## config.mk

```make
export PLATFORM = sky130hd
export DESIGN_NAME = instruction_fetch_controller
export DESIGN_NICKNAME = d
export VERILOG_FILES = /design/src/rtl/fetch_pkg.sv /design/src/rtl/instruction_fetch_controller_fetch_buffer.sv /design/src/rtl/instruction_fetch_controller.sv
export SDC_FILE = /design/constraint.sdc
export NUM_CORES = 1
export LEC_CHECK = 0
export BUFFER_PORTS_ARGS = -buffer_cell sky130_fd_sc_hd__buf_2
export CAP_MARGIN = 25
export CORE_MARGIN = 2
export CORE_UTILIZATION = 50
export DETAILED_ROUTE_END_ITERATION = 12
export PLACE_DENSITY_LB_ADDON = 0.05
export SLEW_MARGIN = 30
export SYNTH_ARGS = -nofsm -noshare
export SYNTH_HDL_FRONTEND = slang
export SYNTH_SLANG_ARGS = --single-unit
```

## constraint.sdc

```tcl
create_clock -name clk -period 2.1 [get_ports clk]
set_input_delay 0.21 -clock clk [delete_from_list [all_inputs] [get_ports clk]]
set_output_delay 0.21 -clock clk [all_outputs]
set_load 0.02 [all_outputs]
```

## src/rtl/fetch_pkg.sv

```systemverilog
// Shared types and defaults for the instruction fetch controller.
package fetch_pkg;

  localparam int DEF_N          = 24;
  localparam int DEF_AW         = 14;
  localparam int DEF_LAST_ADDR  = 1024;
  localparam int DBG_MAX_GRANTS = 4;

  typedef enum logic [1:0] {
    IDLE = 2'd0,
    RUN  = 2'd1,
    HALT = 2'd2
  } state_e;

  typedef struct packed {
    logic [DEF_AW-1:0] pc;
    logic [DEF_N-1:0]  instr;
  } fetch_entry_t;

endpackage

```

## src/rtl/instruction_fetch_controller_fetch_buffer.sv

```systemverilog
// Two-entry prefetch FIFO; entry 0 is always the head. Flush beats push and pop.
module fetch_buffer
  import fetch_pkg::*;
#(
  parameter type entry_t = fetch_entry_t
) (
  input  logic       clk,
  input  logic       rst_n,
  input  logic       push,
  input  logic       pop,
  input  logic       flush,
  input  entry_t     din,
  output entry_t     head,
  output logic [1:0] count
);

  entry_t e0, e1;
  logic   do_pop;

  assign do_pop = pop && (count != 2'd0);

  always_ff @(posedge clk or negedge rst_n) begin
    if (!rst_n) begin
      count <= 2'd0;
      e0    <= '0;
      e1    <= '0;
    end else if (flush) begin
      count <= 2'd0;
    end else begin
      case ({push, do_pop})
        2'b10: begin
          if (count == 2'd0) e0 <= din;
          else if (count == 2'd1) e1 <= din;
          if (count != 2'd2) count <= count + 2'd1;
        end
        2'b01: begin
          e0    <= e1;
          count <= count - 2'd1;
        end
        2'b11: begin
          if (count == 2'd1) begin
            e0 <= din;
          end else begin
            e0 <= e1;
            e1 <= din;
          end
        end
        default: ;
      endcase
    end
  end

  assign head = (count != 2'd0) ? e0 : '0;

endmodule

```

## src/rtl/instruction_fetch_controller.sv

```systemverilog
// PC owner and fetch sequencer for the single-port instruction memory.
// Optional debug read arbitration is compiled in with IFC_DEBUG_PORT_EN.
//   state | meaning
//   IDLE  | not fetching; buffer still drains
//   RUN   | one fetch per cycle while the buffer has room
//   HALT  | pc ran past LAST_ADDR; only a redirect resumes
module instruction_fetch_controller
  import fetch_pkg::*;
#(
  parameter int N         = DEF_N,
  parameter int AW        = DEF_AW,
  parameter int RESET_PC  = 0,
  parameter int LAST_ADDR = DEF_LAST_ADDR
) (
  input  logic          clk,
  input  logic          rst_n,
  input  logic          fetch_en,
  input  logic          redirect_valid,
  input  logic [AW-1:0] redirect_pc,
  output logic [AW-1:0] imem_addr,
  input  logic [N-1:0]  imem_data,
  output logic          inst_valid,
  output logic [N-1:0]  inst_data,
  output logic [AW-1:0] inst_pc,
  input  logic          inst_ready,
`ifdef IFC_DEBUG_PORT_EN
  input  logic          dbg_req,
  input  logic [AW-1:0] dbg_addr,
  output logic          dbg_gnt,
  output logic [N-1:0]  dbg_data,
`endif
  output logic          halted
);

  localparam logic [AW-1:0] LAST_PC  = AW'(LAST_ADDR);
  localparam logic [AW-1:0] RESET_VAL = AW'(RESET_PC);

  typedef struct packed {
    logic [AW-1:0] pc;
    logic [N-1:0]  instr;
  } entry_t;

  state_e        state, state_nxt;
  logic [AW-1:0] pc, pc_nxt;
  logic [1:0]    count;
  logic          fetch_ok, fetch, pop, dbg_win;
  entry_t        head, push_entry;

  assign fetch_ok = (state == RUN) && (count != 2'd2) && !redirect_valid;

`ifdef IFC_DEBUG_PORT_EN
  // Grants left before fetch gets a forced turn; reloads on any non-granted cycle.
  logic [2:0] dbg_left;

  assign dbg_win = dbg_req && !(fetch_ok && (dbg_left == 3'd0));

  always_ff @(posedge clk or negedge rst_n) begin
    if (!rst_n) dbg_left <= 3'(DBG_MAX_GRANTS);
    else if (!dbg_win) dbg_left <= 3'(DBG_MAX_GRANTS);
    else if (dbg_left != 3'd0) dbg_left <= dbg_left - 3'd1;
  end

  assign dbg_gnt   = dbg_win;
  assign dbg_data  = imem_data;
  assign imem_addr = dbg_win ? dbg_addr : pc;
`else
  assign dbg_win   = 1'b0;
  assign imem_addr = pc;
`endif

  assign fetch      = fetch_ok && !dbg_win;
  assign pop        = inst_valid && inst_ready;
  assign push_entry = '{pc: pc, instr: imem_data};

  always_ff @(posedge clk or negedge rst_n) begin
    if (!rst_n) begin
      state <= IDLE;
      pc    <= RESET_VAL;
    end else begin
      state <= state_nxt;
      pc    <= pc_nxt;
    end
  end

  always_comb begin
    state_nxt = state;
    pc_nxt    = pc;
    if (redirect_valid) begin
      pc_nxt = redirect_pc;
      if (state != IDLE) state_nxt = (redirect_pc <= LAST_PC) ? RUN : HALT;
    end else begin
      if (fetch) pc_nxt = pc + AW'(1);
      case (state)
        IDLE:    if (fetch_en) state_nxt = RUN;
        RUN: begin
          if (fetch && (pc == LAST_PC)) state_nxt = HALT;
          else if (!fetch_en) state_nxt = IDLE;
        end
        HALT:    state_nxt = HALT;
        default: state_nxt = IDLE;
      endcase
    end
  end

  fetch_buffer #(.entry_t(entry_t)) u_buf (
    .clk   (clk),
    .rst_n (rst_n),
    .push  (fetch),
    .pop   (pop),
    .flush (redirect_valid),
    .din   (push_entry),
    .head  (head),
    .count (count)
  );

  assign inst_valid = (count != 2'd0);
  assign inst_data  = head.instr;
  assign inst_pc    = head.pc;
  assign halted     = (state == HALT);

endmodule

```

# After elaboration in Yosys (flattened, before gate mapping)
# Cells that the tools add are included.
# totals
reg_bits,94
latch_bits,0
ram_bits,0
rom_bits,0
inputBits,43
wordCells,64
n_memories,0
# classes
n_addsub,3
n_mul,0
div_mod_pow,0
order_cmp,1
n_eq_ne,15
shifts,0
mux,19
bitwise,1
reduce_logical,18
# ops
cell,count
$mux W38,5
$pmux W38 S3,1
$pmux W38 S2,1
$mux W14,2
$mux W2,8
$add A14 B1 Y14 const B,1
$eq A14 B11 Y1 const B,1
$le A14 B11 Y1 const B,1
$reduce_bool A2 Y1,4
$eq A2 B1 Y1 const B,3
$eq A2 B2 Y1 const B,3
$ne A2 B2 Y1 const B,3
$ne A3 B3 Y1 const B,2
$pmux W2 S3,1
$reduce_and A3 Y1,2
$reduce_bool A3 Y1,2
$logic_and A1 B1 Y1,5
$logic_not A2 Y1,2
$ne A2 B1 Y1 const B,2
$ne A4 B3 Y1 const B,1
$pmux W2 S2,1
$reduce_and A4 Y1,1
$add A2 B1 Y2 const B,1
$reduce_and A2 Y1,1
3 further kinds,3

# Depth between registers and ports, before layout
# depth
ltp_word,7
depth_mapped,9

# Modules after synthesis
# A second synthesis with hierarchy kept.
# hier_totals
cells_unflattened,430
hier_area_um2,4908.5
# modules_own_cells
module,n_inst,cells_each,area_each_um2,seq_area_each_um2
fetch_buffer,1,315,3888.7,1951.9
instruction_fetch_controller,1,115,1019.7,400.4

# Worst setup path before layout
# Ideal clock, no wire load.
# synth_path
path_kind,flip-flop to flip-flop
start,register u_buf.count[0]
end,register u_buf.e1[0] in the netlist's numbering
setup_time_ns,0.125
arrival_time_ns,2.027
setup_slack_ns,-0.052
path_stages_with_launch,9
synth_period_minus_slack_ns,2.152
path_cell_list,dfrtp_1 > inv_1 > ha_1 > or3b_1 > buf_6 > nor4_4 > buf_6 > buf_12 > mux2_4
# synth_via
elab_chain_len,6
word_cells_on_any_way,17
cone_classes,eq/ne (6); mux (3); reduce/logical (8)
# synth_lines
element,line_no,source
from (decl),instruction_fetch_controller_fetch_buffer.sv:14,output logic [1:0] count
from (signal assigned),instruction_fetch_controller_fetch_buffer.sv:34,if (count != 2'd2) count <= count + 2'd1;
from (signal assigned),instruction_fetch_controller_fetch_buffer.sv:38,count <= count - 2'd1;
$ne A2 B2 Y1 / $reduce_bool A2 Y1 (equally long branches),"instruction_fetch_controller.sv:49, instruction_fetch_controller_fetch_buffer.sv:20, instruction_fetch_controller.sv:116",
$logic_and A1 B1 Y1 (on tied branches),"instruction_fetch_controller.sv:49, instruction_fetch_controller.sv:72",
$logic_and A1 B1 Y1 (on tied branches),"instruction_fetch_controller.sv:49, instruction_fetch_controller_fetch_buffer.sv:20",
$eq A2 B2 Y1,instruction_fetch_controller_fetch_buffer.sv:30,"case ({push, do_pop})"
$ne A2 B2 Y1 (no source line) / $reduce_bool A2 Y1 (equally long branches),--,
$reduce_and A4 Y1 (no source line),--,
to (signal assigned),instruction_fetch_controller_fetch_buffer.sv:33,else if (count == 2'd1) e1 <= din;
to (signal assigned),instruction_fetch_controller_fetch_buffer.sv:45,e1 <= din;
to (decl),instruction_fetch_controller_fetch_buffer.sv:17,"entry_t e0, e1;"
# Parallel ways exist; a longest one is shown, timed or not. The select of a mux whose other input is x is not followed.
# A chain may end at the register's enable or synchronous reset.

# Worst setup path after layout
# layout_path
start,register u_buf.count[0]
end,register u_buf.e1[11] in the netlist's numbering
# Same word-level chain as after synthesis.

==> qor.yml <==
status: "finished clean"
grt-ovfl-total: 0
holdWs_ps: 59.20
diodes: 0
cts_sinks: 94
power_leakage_uw: 0.002911
worst_pin_slew_ps: 510.6
rsz0062_at_grt: "yes"
synth_flop_cell: "dfrtp_1"
via_count: 3487
synth_cell_types: 34
synth_nets: 475
post-route-min-period_ps: 2056
placementRows: 35
required_ps: 2350
ir_drop_mv: 0.6306
pwr-share-seq: 0.367
clock_latency_ps: 370
io_buffers: 96
setup_violations: 0
clockRootBuffer: "clkbuf_8"
async_flop_share: 1.000
min_path_type: "primary input to flip-flop"
placed_area_um2: 5459
fmaxAchievable_ghz: 0.4863
drv_slew: 0
routed_wl_um: 10380
arrival_ps: 2300
numCtsBuffers: 9
grt_pass1_vias: 3372
post-route-period-util: 0.9792
grt.total_usage: 0.2057
yosys_warnings: 0
slowest_stage: "or3b_4"
clock_skew_ps: 13.20
ys_seq_area_frac: 0.4942
dieHeight_um: 101.6
crit_path_max_incr_delay_ps: 390
synth_top_cells_by_count: "dfrtp_1, nor2_1, a21oi_1, nor2b_1, mux2i_1"
worstSetupStartpointType: "flip-flop"
p_switching_uw: 2943
worstPathCellList: "inv_2, ha_2, or3b_4, nor4_4, buf_6, buf_12, mux2_4"
synth_top_cell_by_area: "dfrtp_1"
syn_area_um2: 4760
ioPinCount: 97
dieArea_um2: 10320
internal_power_uw: 4474
use_met1: 0.3051
antenna_left: 0
antenna_found_initial: 0
cp_max_fo: 13
worstSetupEndpointType: "flip-flop"
finalInstanceArea_um2: 5828
pwr_density_cell_nw_per_um2: 1273
finalPower_uw: 7417
power_frac_comb: 0.479
start_util: 0.5151
drtIter0Drc: 129
synth_area_leaders: "dfrtp_1, mux2i_1, mux2_4"
core_region_area_um2: 9240
detail_route.vias_per_cell: 5.189
synth_cells: 427
dp_slack_ps: 3.881
crit_type: "flip-flop to flip-flop"
synth_edf_count: 0
drc_errors: 0
cts_tree: "yes"
ff2ff_path_depth: 7
gp_congestion: 0.7338
relSlewSlack: 0.6596
fillerInstances: 815
clk_pin_slew_ps: 100
die_x_um: 101.6
hpwl_um: 6531
syn2layout_area_growth_pct: 22.45
grtUsageMet3: 0.03589
drive_gt1_frac: 0.3573
use_met2: 0.3072
grt_pass1_wl_um: 16640
grt_busiest_layer: "met2"
nets: 586
drt_pre_antenna_iters: 5
setup_slack_ps: 43.76
wire_per_inst_um: 15.44
avgSynthCellArea_um2: 11.15
yosysTopAreaCellShare: 0.4942
ys_ff_latch: 94
synth_most_common_cell: "dfrtp_1"
max-cap-violations: 0
grt_start_max_net_pins: 95
final_util: 0.6307
finalHoldViolations: 0
switching_share: 0.3968
clock_path_buffers: 2
hold_depth: 3
htree_levels: 3
p_clk_frac: 0.154
stage by stage:
step,setup TNS [ps],std cells
global placement,0,647
detailed placement,0,647
global route,-69.75,672
floorplan,-355.4,427
finish,0,672
CTS,0,664
kinds of logic after synthesis:
kind of cell / after synthesis / share of synthesized area
simple gates: 138 / 0.1569
flops: 94 / 0.4942
mux: 78 / 0.1898
compound gates: 63 / 0.07255
buf+inv: 35 / 0.04758
xor+xnor: 14 / 0.02576
fa+ha+maj: 5 / 0.01314
metal layers:
| metal | part of all wire | up-vias |
|---|---|---|
| met1 | 0.50 | 1700 |
| met2 | 0.45 | 80 |
| met5 | 0 | - |
| met4 | 0.014 | 0 |
| li1 | - | 1695 |
| met3 | 0.041 | 12 |
power by group through the flow:
stage / logic, uW / registers (uW) / clock network (uW)
2_1_floorplan: 2400 / 2710 / 0
3_3_place_gp: 3310 / 2730 / 0
3_5_place_dp: 3350 / 2750 / 0
4_1_cts: 3380 / 2720 / 1170
5_1_grt: 3930 / 2800 / 1250
6_report: 3560 / 2720 / 1140
what timing repair did:
action                                 4_1_cts  5_1_grt
hold buffers                                 1        0
pin swaps                                    0        3
cloned                                       0        6
resized for setup                            1       10
setup endpoints to repair                    1       69
buffers inserted                             0        2
endpoints found under the hold margin       94        0
placed cells by master, fill, tap and decap left out, types with 2 or more instances in the layout:
cell type,instances
a211oi_1,2
a21oi_1,41
a22oi_1,3
buf_12,7
buf_2,95
buf_4,18
buf_6,4
clkbuf_16,4
clkbuf_8,10
clkinvlp_4,3
dfrtp_1,94
ha_1,3
ha_2,2
inv_1,5
mux2_2,18
mux2_4,20
mux2i_1,39
nand2_1,18
nand2b_1,3
nand3_1,2
nand4_1,7
nand4bb_1,2
nor2_1,46
nor2b_1,42
nor3_1,7
nor4_1,5
nor4_4,2
o21ai_0,13
xnor2_1,11
xor2_1,3
cell type report:
type / instances / area [um^2] / area share
inverters: 6 / 22.52 / 0.003864
clock inverters: 6 / 45.04 / 0.007729
multi-input cells: 298 / 2203 / 0.3781
flip-flops and latches: 94 / 2352 / 0.4036
repair buffers: 129 / 905.9 / 0.1554
well taps: 129 / 161.4 / 0.02769
clock buffers: 10 / 137.6 / 0.02362
path summary, 6_finish.rpt:
kind                                start           end  slack, ps
setup reg to reg           u_buf.count[0]  u_buf.e1[11]         40
hold reg to reg              u_buf.e1[27]  u_buf.e1[27]        510
min in group asynchronous           rst_n   u_buf.e0[1]        440
setup / recovery           u_buf.count[0]  u_buf.e1[11]         40
hold / removal             redirect_pc[6]  imem_addr[6]         60
max in group asynchronous           rst_n  u_buf.e0[27]       1270
flip-flops by register name, indices dropped and copies added, names as in the netlist:
name / count
imem_addr: 14
state: 2
u_buf.count: 2
u_buf.e0: 38
u_buf.e1: 38
critical path: cells and delay by family, from the launching register on:
family,cells,cell delay [ps]
buffers and inverters,3,400
DFF,1,370
adders and majority gates,1,180
and+or+nand+nor,2,680
muxes,1,320
No activity file was read; power rests on OpenSTA's default activity.
